`config.mk`:
```
export PLATFORM = sky130hd
export DESIGN_NAME = repadd_ctrl
export DESIGN_NICKNAME = d
export VERILOG_FILES = /design/src/rtl/repadd_pkg.sv /design/src/rtl/repadd_ctrl.sv
export SDC_FILE = /design/constraint.sdc
export NUM_CORES = 1
export LEC_CHECK = 0
export ABC_AREA = 0
export BUFFER_PORTS_ARGS = -buffer_cell sky130_fd_sc_hd__buf_2
export CAP_MARGIN = 0
export CORE_AREA = 2 2 39 41
export CTS_CLUSTER_DIAMETER = 40
export DETAILED_ROUTE_END_ITERATION = 12
export DIE_AREA = 0 0 41 43
export GPL_ROUTABILITY_DRIVEN = 1
export PLACE_DENSITY = 0.57
export SLEW_MARGIN = 25
export SYNTH_ARGS = -nofsm -noshare
export SYNTH_HDL_FRONTEND = slang
export SYNTH_SLANG_ARGS = --single-unit
export TNS_END_PERCENT = 100
```
`constraint.sdc`:
```
create_clock -name clk -period 1.2 [get_ports clk]
set_input_delay 0.24 -clock clk [delete_from_list [all_inputs] [get_ports clk]]
set_output_delay 0.24 -clock clk [all_outputs]
set_load 0.05 [all_outputs]
```
`src/rtl/repadd_pkg.sv`:
```
// rtl/repadd_pkg.sv - shared types and constants for the repeated-addition multiplier
package repadd_pkg;

    // Operand / datapath width; the controller and datapath must agree on it.
    localparam int REPADD_WIDTH = 16;

    // Controller state encoding.
    typedef enum logic [2:0] {
        IDLE   = 3'd0,
        LOAD_A = 3'd1,
        LOAD_B = 3'd2,
        ADD    = 3'd3,
        DONE   = 3'd4
    } repadd_state_e;

endpackage

```
`src/rtl/repadd_ctrl.sv`:
```
// rtl/repadd_ctrl.sv - control FSM sequencing the repeated-addition multiplier datapath
module repadd_ctrl
    import repadd_pkg::*;
#(
    parameter int WIDTH = REPADD_WIDTH
) (
    input  logic             clk,
    input  logic             rst_n,
    input  logic             start,
    input  logic [WIDTH-1:0] din,
    input  logic             din_vld,
    input  logic             eqz,
    output logic             ldA,
    output logic             ldB,
    output logic             clrP,
    output logic             ldP,
    output logic             decB,
    output logic             busy,
    output logic             done
);

    repadd_state_e r_state;
    repadd_state_e w_next;
    logic          w_din_zero;

    assign w_din_zero = (din == '0);

    // State register; reset aborts any operation in flight and returns to IDLE.
    always_ff @(posedge clk or negedge rst_n) begin
        if (!rst_n) begin
            r_state <= IDLE;
        end else begin
            r_state <= w_next;
        end
    end

    // Next-state and strobe decode; all outputs are pure functions of state and live inputs.
    always_comb begin
        w_next = r_state;
        ldA    = 1'b0;
        ldB    = 1'b0;
        clrP   = 1'b0;
        ldP    = 1'b0;
        decB   = 1'b0;
        busy   = 1'b1;
        done   = 1'b0;
        unique case (r_state)
            IDLE: begin
                busy = 1'b0;
                if (start) begin
                    w_next = LOAD_A;
                end
            end
            LOAD_A: begin
                ldA = din_vld;
                if (din_vld) begin
                    w_next = LOAD_B;
                end
            end
            LOAD_B: begin
                // Accumulator is cleared in the same cycle B is captured.
                ldB  = din_vld;
                clrP = din_vld;
                if (din_vld) begin
                    w_next = w_din_zero ? DONE : ADD;
                end
            end
            ADD: begin
                // The final add leaves B at 1 rather than decrementing to 0.
                ldP  = 1'b1;
                decB = ~eqz;
                if (eqz) begin
                    w_next = DONE;
                end
            end
            DONE: begin
                done   = 1'b1;
                w_next = IDLE;
            end
            default: begin
                w_next = IDLE;
            end
        endcase
    end

endmodule

```
==> results.json <==
{
  "routed-via-count": 380,
  "globalplace.congestion": 0.709,
  "timing.critical_path.to": "decB",
  "initial_util_pct": 20.7,
  "clock-sinks": 3,
  "io_buffer_count": 27,
  "number_of_antenna_violations_at_the_first_check_in_global_routing": 0,
  "floorplan.die_area_um2": 1760,
  "synth.net_count": 50,
  "critPathLaunchType": "flop",
  "synth-compound-area-share_pct": 14.4,
  "clkTransAtPathRegs_ps": 40,
  "tightest_slew_ps": 318,
  "worst_skew_pair.late_latency_ps": 240,
  "wl_met2_um": 454,
  "endpoint_kind": "primary output",
  "rr_startpoint": "r_state[2]",
  "antenna_diode_count": 0,
  "vias_per_cell": 4.47,
  "worst-path-max-fanout": 5,
  "post-synth-top-area-cell": "dfrtp_1",
  "combinational_family_with_the_most_area_after_synthesis": "simple AND/OR/NAND/NOR gates",
  "synth_fa_ha_area_share_pct": 0,
  "maxClockFrequency_mhz": 665,
  "largest_registers": "r_state: 3 flops",
  "number_of_maximum_capacitance_violations": 0,
  "crit_arrival_ps": 1260,
  "syn-cell-area_um2": 287,
  "avgRoutedWirePerCell_um": 9.72,
  "outcome": "finished, violations left",
  "clock-root-buffer": "clkbuf_4",
  "layout-drive-gt1-share_pct": 82.6,
  "grtUsageTotal_pct": 11.7,
  "fillers": 141,
  "synth_xor_xnor_area_share_pct": 0,
  "worstSetupPathType": "flop to primary output",
  "bufs_on_longest_clock_path": 2,
  "slew_viols_final": 0,
  "clock-skew-final_ps": 1.86,
  "mostFrequentLayoutCell": "buf_2",
  "hold_viol": 0,
  "drt_pass1_iterations": 2,
  "grt_max_degree": 7,
  "grt_pass1_vias": 364,
  "core_box_area_um2": 1380,
  "die_w_um": 41,
  "dpl.hpwl_um": 677,
  "cts_tree": "yes",
  "ys_types": 21,
  "failed_checks": "setup timing",
  "unrepaired_setup_endpoints_after_global_routing": "true",
  "die_h_um": 43,
  "holdCritPathClass": "input port to flop",
  "detail_route.wirelength.met1_um": 276,
  "avgSynthCellArea_um2": 9.88,
  "cts-buffers-inserted": 3,
  "timing.final.setup_violations": 8,
  "synth.mux.area_fraction_pct": 3.49,
  "postLayoutSetupSlackWorst_ps": -304,
  "syn_inst": 29,
  "yosys_register_bits": 3,
  "rr_endpoint": "r_state[2]",
  "finalWirelength_um": 826,
  "largest_register": "r_state",
  "wl_met3_um": 75,
  "power-per-cell-area_nw_per_um2": 2330,
  "ir_worst_vdd_mv": 0.617,
  "largest_register_ff_count": 3,
  "setup-tns-final_ps": -1850,
  "r2r_setup_slack_ps": -20,
  "num_rows": 14,
  "grt.overflow.total": 0,
  "hold-worst-slack_ps": 315,
  "post_synth_main_area_contributors": "dfrtp_1 (26%), nor4_2 (17%), nor4b_4 (8.3%)",
  "floorplan.io_pins": 28,
  "flow.area_growth_from_synthesis_pct": 127,
  "antenna_violating_nets_post_route": 0,
  "synth_top_area_share_pct": 26.2,
  "multi_input_comb_area_um2": 228,
  "final_cell_count_no_fill": 85,
  "wire_length_of_the_first_global_routing_pass_um": 1350,
  "fin_crit_ps": 1500,
  "synthesis.yosys.warnings": 0,
  "worst-endpoint-required_ps": 960,
  "synth-simple-area-share_pct": 45.0,
  "drt_first_iter_violations": 3,
  "worst_setup_path_startpoint": "r_state[2]",
  "synth_sequential_area_ratio_pct": 26.2,
  "placedCellCount": 74,
  "relative_slew_slack_pct": 78.7,
  "register_area_um2": 78.8,
  "reg2regPathDepth": 4,
  "nets": 91,
  "drc_errors": 0,
  "finalCritPeriodShare_pct": 125,
  "cellLeakagePower_nw": 0.300,
  "routed.top_layer": "met4",
  "layout.cells.most_common_list": "buf_2 (20), buf_6 (10), buf_4 (7)",
  "clock_tree.htree_level_count": 1
}
power breakdown:
| part | internal (mW) | total (mW) | leakage (nW) | switching (mW) |
|---|---|---|---|---|
| clock network | 0.125 | 0.181 | 0.0150 | 0.0557 |
| registers | 0.153 | 0.253 | 0.0338 | 0.0991 |
| logic | 0.569 | 1.08 | 0.251 | 0.514 |
| total | 0.847 | 1.52 | 0.300 | 0.669 |
synth_stat cells, drive strengths merged:
master,count
nor4,4
buf,3
dfrtp,3
nand2,3
inv,2
nor4b,2
o21ai,2
a21oi,1
a311oi,1
and3b,1
mux2i,1
nand4,1
nor2b,1
nor3b,1
o22a,1
o31a,1
or3,1
logic make-up after synthesis:
logic type             count (synthesis)
AO/OA/AOI/OAI                          6
buffers and inverters                  5
AND/OR/NAND/NOR                       14
multiplexers                           1
flip-flops                             3
worst min path at each step:
stage | start | end | cells past startpoint
finish | eqz | r_state[2] | 3
global route | eqz | r_state[2] | 3
CTS | eqz | r_state[2] | 3
detailed placement | rst_n | r_state[0] | 1
global placement | rst_n | r_state[0] | 1
floorplan | rst_n | r_state[0] | 0
area by class of cell:
cell class              instances  area share [%]
well taps                      16            3.08
multi-input cells              21            35.0
clock buffers                   4            4.04
repair buffers                 39            44.6
inverters                       2            1.15
flip-flops and latches          3            12.1
metal layers:
| layer | vias up | GRT usage, % |
|---|---|---|
| li1 | 191 | - |
| met1 | 163 | 10.6 |
| met2 | 24 | 19.7 |
| met3 | 2 | 3.14 |
| met4 | 0 | 10.0 |
| met5 | - | 0 |
critical path, stage by stage (launching register included):
cell and delay [ps]:
dfrtp_2 450, and3b_2 280, nor2b_4 140, buf_6 160
through the flow:
step | total power, mW | worst slack, ps | utilization, % | cell area [µm²]
after floorplan | 0.829 | -498 | - | 320
after global placement | 0.986 | -139 | 35.1 | 485
after detailed placement | 0.993 | -171 | 35.1 | 485
after CTS | 1.38 | -335 | 43.7 | 604
after global routing | 1.61 | -351 | 47.0 | 651
final | 1.52 | -304 | 47.0 | 651
repair_timing:
action,in CTS,in global routing
hold endpoints to repair,3,0
pin swaps,1,2
hold buffers,1,0
endpoints found under the setup margin,7,10
setup buffers,3,3
resized for setup,20,5
(Power assumes the default switching activity.)
